===== src/rtl/path_sequencer_if.sv =====
// path_sequencer_if
//   Node stream handshake between the path sequencer (master) and the bot
//   navigation controller (slave).
//   node_data  : current node ID
//   node_idx   : 0-based position of node_data in the path
//   node_last  : high with node_valid on the final node of the path
//   node_valid : node_data/node_idx/node_last are valid
//   node_ready : consumer accepts the current node
interface path_sequencer_if #(
  parameter int NODE_W = 8,
  parameter int IDX_W  = 5
);
  logic [NODE_W-1:0] node_data;
  logic [IDX_W-1:0]  node_idx;
  logic              node_last;
  logic              node_valid;
  logic              node_ready;

  modport master (
    output node_data,
    output node_idx,
    output node_last,
    output node_valid,
    input  node_ready
  );

  modport slave (
    input  node_data,
    input  node_idx,
    input  node_last,
    input  node_valid,
    output node_ready
  );
endinterface


===== src/rtl/path_sequencer.sv =====
// path_sequencer
//   Snapshots the CPU shortest-path result on the rising edge of cpu_done and
//   streams it node by node to the navigation controller.
//   clk_50M     : system clock
//   reset       : asynchronous active-high reset
//   cpu_reset   : CPU held in reset, results stale
//   cpu_done    : CPU finished (level, held until next cpu_reset)
//   path_flat   : node i at [i*NODE_W +: NODE_W]
//   path_size   : number of valid nodes reported by the CPU
//   node        : master side of the node stream handshake
//   busy        : streaming a captured path
//   path_done   : one-cycle pulse after the final node (or an empty capture)
//   size_err    : sticky, path_size exceeded MAX_NODES at capture
//   overrun     : sticky, capture edge arrived while streaming
//   clear_flags : synchronous clear of size_err/overrun (wins over a set)
module path_sequencer #(
  parameter int MAX_NODES = 13,
  parameter int NODE_W    = 8,
  parameter int IDX_W     = 5
) (
  input  logic                          clk_50M,
  input  logic                          reset,
  input  logic                          cpu_reset,
  input  logic                          cpu_done,
  input  logic [MAX_NODES*NODE_W-1:0]   path_flat,
  input  logic [IDX_W-1:0]              path_size,
  path_sequencer_if.master              node,
  output logic                          busy,
  output logic                          path_done,
  output logic                          size_err,
  output logic                          overrun,
  input  logic                          clear_flags
);

  localparam int BUF_AW = $clog2(MAX_NODES);
  localparam logic [IDX_W-1:0] MAX_SIZE = IDX_W'(MAX_NODES);
  localparam logic [IDX_W-1:0] IDX_ONE  = IDX_W'(1);
  localparam logic [IDX_W-1:0] IDX_TWO  = IDX_W'(2);

  typedef enum logic [0:0] {IDLE, STREAM} state_t;

  state_t            state_reg;
  logic [NODE_W-1:0] buffer_reg [MAX_NODES];
  logic [IDX_W-1:0]  stored_size_reg;
  logic              done_q_reg;
  logic [NODE_W-1:0] node_data_reg;
  logic [IDX_W-1:0]  node_idx_reg;
  logic              node_last_reg;
  logic              node_valid_reg;
  logic              busy_reg;
  logic              path_done_reg;
  logic              size_err_reg;
  logic              overrun_reg;

  logic [NODE_W-1:0] path_nodes [MAX_NODES];
  logic              cap_evt;
  logic              oversize;
  logic              xfer;
  logic [IDX_W-1:0]  capture_size;
  logic [IDX_W-1:0]  next_idx;
  logic [IDX_W-1:0]  after_idx;
  logic [BUF_AW-1:0] rd_addr;

  // Unpack the flat CPU bus into an array of node IDs.
  for (genvar gi = 0; gi < MAX_NODES; gi++) begin : g_unpack
    assign path_nodes[gi] = path_flat[gi*NODE_W +: NODE_W];
  end

  assign cap_evt      = cpu_done & ~done_q_reg & ~cpu_reset;
  assign oversize     = path_size > MAX_SIZE;
  assign capture_size = oversize ? MAX_SIZE : path_size;
  assign xfer         = node_valid_reg & node.node_ready;
  assign next_idx     = node_idx_reg + IDX_ONE;
  assign after_idx    = node_idx_reg + IDX_TWO;
  // Read address comes only from the registered index, so node_data is a
  // buffer read, never a path from path_flat once the snapshot is taken.
  assign rd_addr      = next_idx[BUF_AW-1:0];

  always_ff @(posedge clk_50M or posedge reset) begin
    if (reset) begin
      state_reg       <= IDLE;
      for (int i = 0; i < MAX_NODES; i++) buffer_reg[i] <= '0;
      stored_size_reg <= '0;
      // Start "already seen high" so a level cpu_done at reset release is
      // not mistaken for a fresh completion.
      done_q_reg      <= 1'b1;
      node_data_reg   <= '0;
      node_idx_reg    <= '0;
      node_last_reg   <= 1'b0;
      node_valid_reg  <= 1'b0;
      busy_reg        <= 1'b0;
      path_done_reg   <= 1'b0;
      size_err_reg    <= 1'b0;
      overrun_reg     <= 1'b0;
    end else begin
      // Holding done_q low during cpu_reset guarantees one event per run.
      done_q_reg    <= cpu_reset ? 1'b0 : cpu_done;
      path_done_reg <= 1'b0;

      case (state_reg)
        IDLE: begin
          if (cap_evt) begin
            for (int i = 0; i < MAX_NODES; i++) buffer_reg[i] <= path_nodes[i];
            stored_size_reg <= capture_size;
            if (capture_size != '0) begin
              state_reg      <= STREAM;
              node_valid_reg <= 1'b1;
              node_idx_reg   <= '0;
              node_data_reg  <= path_nodes[0];
              node_last_reg  <= (capture_size == IDX_ONE);
              busy_reg       <= 1'b1;
            end else begin
              // Empty path: report completion without ever raising valid.
              path_done_reg <= 1'b1;
            end
          end
        end
        STREAM: begin
          // A capture edge here is an overrun; the snapshot is left untouched.
          if (xfer) begin
            if (node_last_reg) begin
              state_reg      <= IDLE;
              node_valid_reg <= 1'b0;
              node_last_reg  <= 1'b0;
              busy_reg       <= 1'b0;
              path_done_reg  <= 1'b1;
            end else begin
              node_idx_reg  <= next_idx;
              node_data_reg <= buffer_reg[rd_addr];
              node_last_reg <= (after_idx == stored_size_reg);
            end
          end
        end
        default: state_reg <= IDLE;
      endcase

      if (clear_flags) begin
        size_err_reg <= 1'b0;
        overrun_reg  <= 1'b0;
      end else begin
        if (state_reg == IDLE && cap_evt && oversize) size_err_reg <= 1'b1;
        if (state_reg == STREAM && cap_evt)           overrun_reg  <= 1'b1;
      end
    end
  end

  assign node.node_data  = node_data_reg;
  assign node.node_idx   = node_idx_reg;
  assign node.node_last  = node_last_reg;
  assign node.node_valid = node_valid_reg;
  assign busy            = busy_reg;
  assign path_done       = path_done_reg;
  assign size_err        = size_err_reg;
  assign overrun         = overrun_reg;

endmodule


===== src/flat_wrapper.sv =====
// flat-port wrapper written by rule: the top's interface ports become plain ports
module path_sequencer_flat 
#(
  parameter int MAX_NODES = 13,
  parameter int NODE_W    = 8,
  parameter int IDX_W     = 5
)
  (clk_50M, reset, cpu_reset, cpu_done, path_flat, path_size, busy, path_done, size_err, overrun, clear_flags, node_node_data, node_node_idx, node_node_last, node_node_valid, node_node_ready);
  path_sequencer_if #(.NODE_W(NODE_W), .IDX_W(IDX_W)) node_i ();
  input  logic clk_50M;
  input  logic reset;
  input  logic cpu_reset;
  input  logic cpu_done;
  input  logic [MAX_NODES*NODE_W-1:0] path_flat;
  input  logic [IDX_W-1:0] path_size;
  output logic busy;
  output logic path_done;
  output logic size_err;
  output logic overrun;
  input  logic clear_flags;
  output wire logic [$bits(node_i.node_data)-1:0] node_node_data;
  output wire logic [$bits(node_i.node_idx)-1:0] node_node_idx;
  output wire logic [$bits(node_i.node_last)-1:0] node_node_last;
  output wire logic [$bits(node_i.node_valid)-1:0] node_node_valid;
  input wire logic [$bits(node_i.node_ready)-1:0] node_node_ready;
  assign node_node_data = node_i.node_data;
  assign node_node_idx = node_i.node_idx;
  assign node_node_last = node_i.node_last;
  assign node_node_valid = node_i.node_valid;
  assign node_i.node_ready = node_node_ready;
  path_sequencer #(.MAX_NODES(MAX_NODES), .NODE_W(NODE_W), .IDX_W(IDX_W)) u_core (.clk_50M(clk_50M), .reset(reset), .cpu_reset(cpu_reset), .cpu_done(cpu_done), .path_flat(path_flat), .path_size(path_size), .node(node_i), .busy(busy), .path_done(path_done), .size_err(size_err), .overrun(overrun), .clear_flags(clear_flags));
endmodule

===== config.mk =====
export PLATFORM = sky130hd
export DESIGN_NAME = path_sequencer_flat
export DESIGN_NICKNAME = d
export VERILOG_FILES = /design/src/rtl/path_sequencer_if.sv /design/src/rtl/path_sequencer.sv /design/src/flat_wrapper.sv
export SDC_FILE = /design/constraint.sdc
export NUM_CORES = 1
export LEC_CHECK = 0
export CELL_PAD_IN_SITES_DETAIL_PLACEMENT = 0
export CELL_PAD_IN_SITES_GLOBAL_PLACEMENT = 1
export CORE_ASPECT_RATIO = 1.4
export CORE_MARGIN = 2
export CORE_UTILIZATION = 25
export DETAILED_ROUTE_END_ITERATION = 10
export GPL_TIMING_DRIVEN = 1
export PLACE_DENSITY = 0.58
export SETUP_SLACK_MARGIN = 0.05
export SYNTH_ARGS = -nofsm -noshare
export SYNTH_HDL_FRONTEND = slang
export SYNTH_SLANG_ARGS = --single-unit

===== constraint.sdc =====
create_clock -name clk_50M -period 8.19 [get_ports clk_50M]
set_input_delay 1.638 -clock clk_50M [delete_from_list [all_inputs] [get_ports clk_50M]]
set_output_delay 1.638 -clock clk_50M [all_outputs]
set_load 0.005 [all_outputs]

==> flow_summary.json <==
{
  "outcome": "complete, no violations",
  "seqPwrFrac_pct": 38.7,
  "cts_hold_buf": 0,
  "cts-root-buf": "clkbuf_16",
  "finClkSkew_ps": 8.529,
  "antenna_found_initial": 1,
  "die_area_um2": 25240,
  "combPwrFrac_pct": 34.2,
  "hold_class": "flip-flop to flip-flop",
  "critPathKind": "input port to flip-flop",
  "final_cell_area_um2": 8189,
  "worstSetupEndpointType": "flip-flop",
  "tns_ps": 0,
  "syn_inst": 633,
  "max-vdd-ir-drop_uv": 145.4,
  "period_minus_slack_ps": 3784,
  "nFillCells": 2410,
  "path_cells": "clkdlybuf4s50_1 -> or4b_4 -> buf_4 -> a21o_4 -> nand2_8 -> mux2_1",
  "grt_pass1_wl_mm": 27.92,
  "cp_slowest_cell": "or4b_4",
  "cts_buffer_depth": 2,
  "tightest_slew_ps": 995.3,
  "start_util_pct": 25.26,
  "coreArea_um2": 23720,
  "placed_area_um2": 7576,
  "ioPinCount": 134,
  "synth_edf_count": 0,
  "viasPerCell": 4.407,
  "numCtsBuffers": 17,
  "die_h_um": 187.2,
  "synthesis.nets": 750,
  "tritoncts": "done",
  "cp.required_ps": 8480,
  "setup_viol": 0,
  "cp_slowest_stage_delay_ps": 710,
  "path_buf_inv": 2,
  "routabilityCongestion": 0.8105,
  "cp_data_arrival_time_ps": 4070,
  "sw_frac_of_total_pct": 33.94,
  "p_int_mw": 1.928,
  "detailed_place_hpwl_mm": 12.52,
  "avgSynthCellArea_um2": 9.468,
  "clk_latency_ps": 410,
  "synthFlopType": "dfrtp_1",
  "leakage_nw": 3.856,
  "grt.overflow.total": 0,
  "grt_max_degree": 79,
  "clock-sinks": 129,
  "start_kind": "input port",
  "yosysWarnings": 0,
  "p_switching_mw": 0.9905,
  "drt-wirelength-per-cell_um": 16.28,
  "drc_errors": 0,
  "drive_gt1_share_pct": 9.424,
  "portBuffers": 133,
  "drv_cap": 0,
  "grt_pass1_vias": 5083,
  "max_freq_mhz": 264.3,
  "async_reset_ff_share_pct": 100.0,
  "yosysSeqAreaShare_pct": 53.88,
  "syn_area_um2": 5993,
  "critPathMaxFanout": 65,
  "clk_pin_slew_ps": 60,
  "wl_mm": 17.50,
  "cts_setup_buffers": 0,
  "grt_usage_pct": 14.44,
  "cts_resized": 0,
  "die_w_um": 134.9,
  "crit_family": "buffers and inverters",
  "h-tree-depth": 4,
  "p_per_area_nw_per_um2": 356.4,
  "drv_slew": 0,
  "fin_nets": 869,
  "ys_ff_latch": 129,
  "area_growth_pct": 36.64,
  "slew_headroom_pct": 33.65,
  "via_count": 4738,
  "largest_reg_flops": 104,
  "synth_cell_types": 42,
  "ant_nets": 0,
  "first_iter_violations": 198,
  "first_pass_iters": 7,
  "hold_viol": 0,
  "period_share_pct": 46.20,
  "rows": 67,
  "rsz0062_at_grt": "false",
  "pwr-share-clk_pct": 27.0
}
==> layout by cell type, fill, tap and decap left out, types with 2 or more instances in the layout <==
cell             synthesis  final
o21ai_0                 12     12
dfrtp_1                128    127
clkbuf_8                 0      2
and3_1                   8      8
a21o_1                   2      2
a21oi_1                  3      3
clkinv_4                 0      2
clkbuf_16                0     17
clkdlybuf4s50_1          0    133
bufinv_16                0      3
nor3_1                   9      9
xnor2_1                  6      6
and2_1                   9      9
mux2_1                   2      2
inv_6                    0      4
nor2b_1                  4      4
nand3_1                  7      7
buf_4                    4      4
a21boi_0                 2      2
mux4_2                  24     24
nor4_2                   2      2
nand4_1                  2      2
nand2_1                331    331
inv_1                    3      2
xor2_1                   3      3
a41oi_1                  8      8
a22oi_1                  8      8
clkinvlp_4               0      2
nor2_1                   5      5
==> worst reg2reg max path, stage by stage, from the launching register on <==
cell	delay, ps
dfrtp_2	1020
ha_2	980
mux4_2	470
and2_1	200
o21ai_0	270
a41oi_1	150
==> power groups by stage <==
stage | Combinational (mW) | Sequential [mW] | Clock [mW]
after floorplan | 0.724 | 1.04 | 0
after global placement | 1.02 | 1.13 | 0
after detailed placement | 1.03 | 1.15 | 0
after CTS | 1.04 | 1.14 | 0.808
after global routing | 1.12 | 1.17 | 0.838
final | 0.999 | 1.13 | 0.789
==> stage by stage <==
step / std cells / total power [mW] / hold slack [ps] / utilization (%) / setup slack, ps
after floorplan: 633 / 1.761 / 437.4 / - / 3113
after global placement: 1043 / 2.148 / 451.8 / 31.93 / 4019
after detailed placement: 1043 / 2.174 / 458.8 / 31.93 / 3995
after CTS: 1074 / 2.980 / 473.2 / 34.51 / 4397
after global routing: 1075 / 3.129 / 490.3 / 34.52 / 4321
final: 1075 / 2.918 / 468.0 / 34.52 / 4406
==> cell type report <==
cell class,count,area (µm²),share of cell area (%)
well taps,310,387.9,4.736
multi-input cells,464,2580,31.50
inverters,3,16.27,0.1986
clock inverters,11,153.9,1.879
flip-flops and latches,129,3231,39.45
diodes,1,2.502,0.03056
repair buffers,137,1361,16.62
clock buffers,20,456.7,5.577
==> final timing paths <==
check	start	end	slack, ps	cells after the start
min reg2reg	u_core.buffer_reg[103]	u_core.buffer_reg[103]	470	2
max reg2reg	u_core.node.node_idx[0]	u_core.node.node_data[2]	4960	5
min in group asynchronous	reset	u_core.path_done	1720	2
min	u_core.buffer_reg[103]	u_core.buffer_reg[103]	470	2
max in group asynchronous	reset	u_core.buffer_reg[46]	5330	3
max	cpu_done	u_core.node.node_idx[3]	4410	6
==> logic make-up (layout without fill, tap and decap cells) <==
family | after synthesis | after routing | share of synthesized area, %
xor+xnor | 9 | 9 | 1.315
flops | 129 | 129 | 53.88
simple gates | 384 | 384 | 26.56
other cells | 0 | 1 | 0
buf+inv | 40 | 171 | 3.257
mux | 26 | 26 | 9.395
fa+ha+maj | 2 | 2 | 0.4175
compound gates | 43 | 43 | 5.177
==> per-layer routing <==
metal	global-route usage (%)	part of all wire, %	vias up
li1	-	-	2306
met3	3.577	4.8	16
met1	17.69	42	2296
met4	4.899	1.9	0
met2	24.64	52	120
met5	0	0	-
==> synth_stat cells (2+ instances only) <==
master	instances	area, µm²
nand2_1	331	1242
dfrtp_1	128	3203
mux4_2	24	540.5
buf_2	17	85.08
clkbuf_1	14	52.55
o21ai_0	12	60.06
and2_1	9	56.30
nor3_1	9	45.04
a22oi_1	8	60.06
a41oi_1	8	70.07
and3_1	8	50.05
nand3_1	7	35.03
xnor2_1	6	52.55
nor2_1	5	18.77
buf_4	4	30.03
nor2b_1	4	25.02
a21oi_1	3	15.01
inv_1	3	11.26
xor2_1	3	26.28
a21boi_0	2	15.01
a21o_1	2	15.01
ha_1	2	25.02
mux2_1	2	22.52
nand4_1	2	12.51
nor3b_1	2	15.01
nor4_2	2	25.02
No activity file was read; power rests on OpenSTA's default activity.
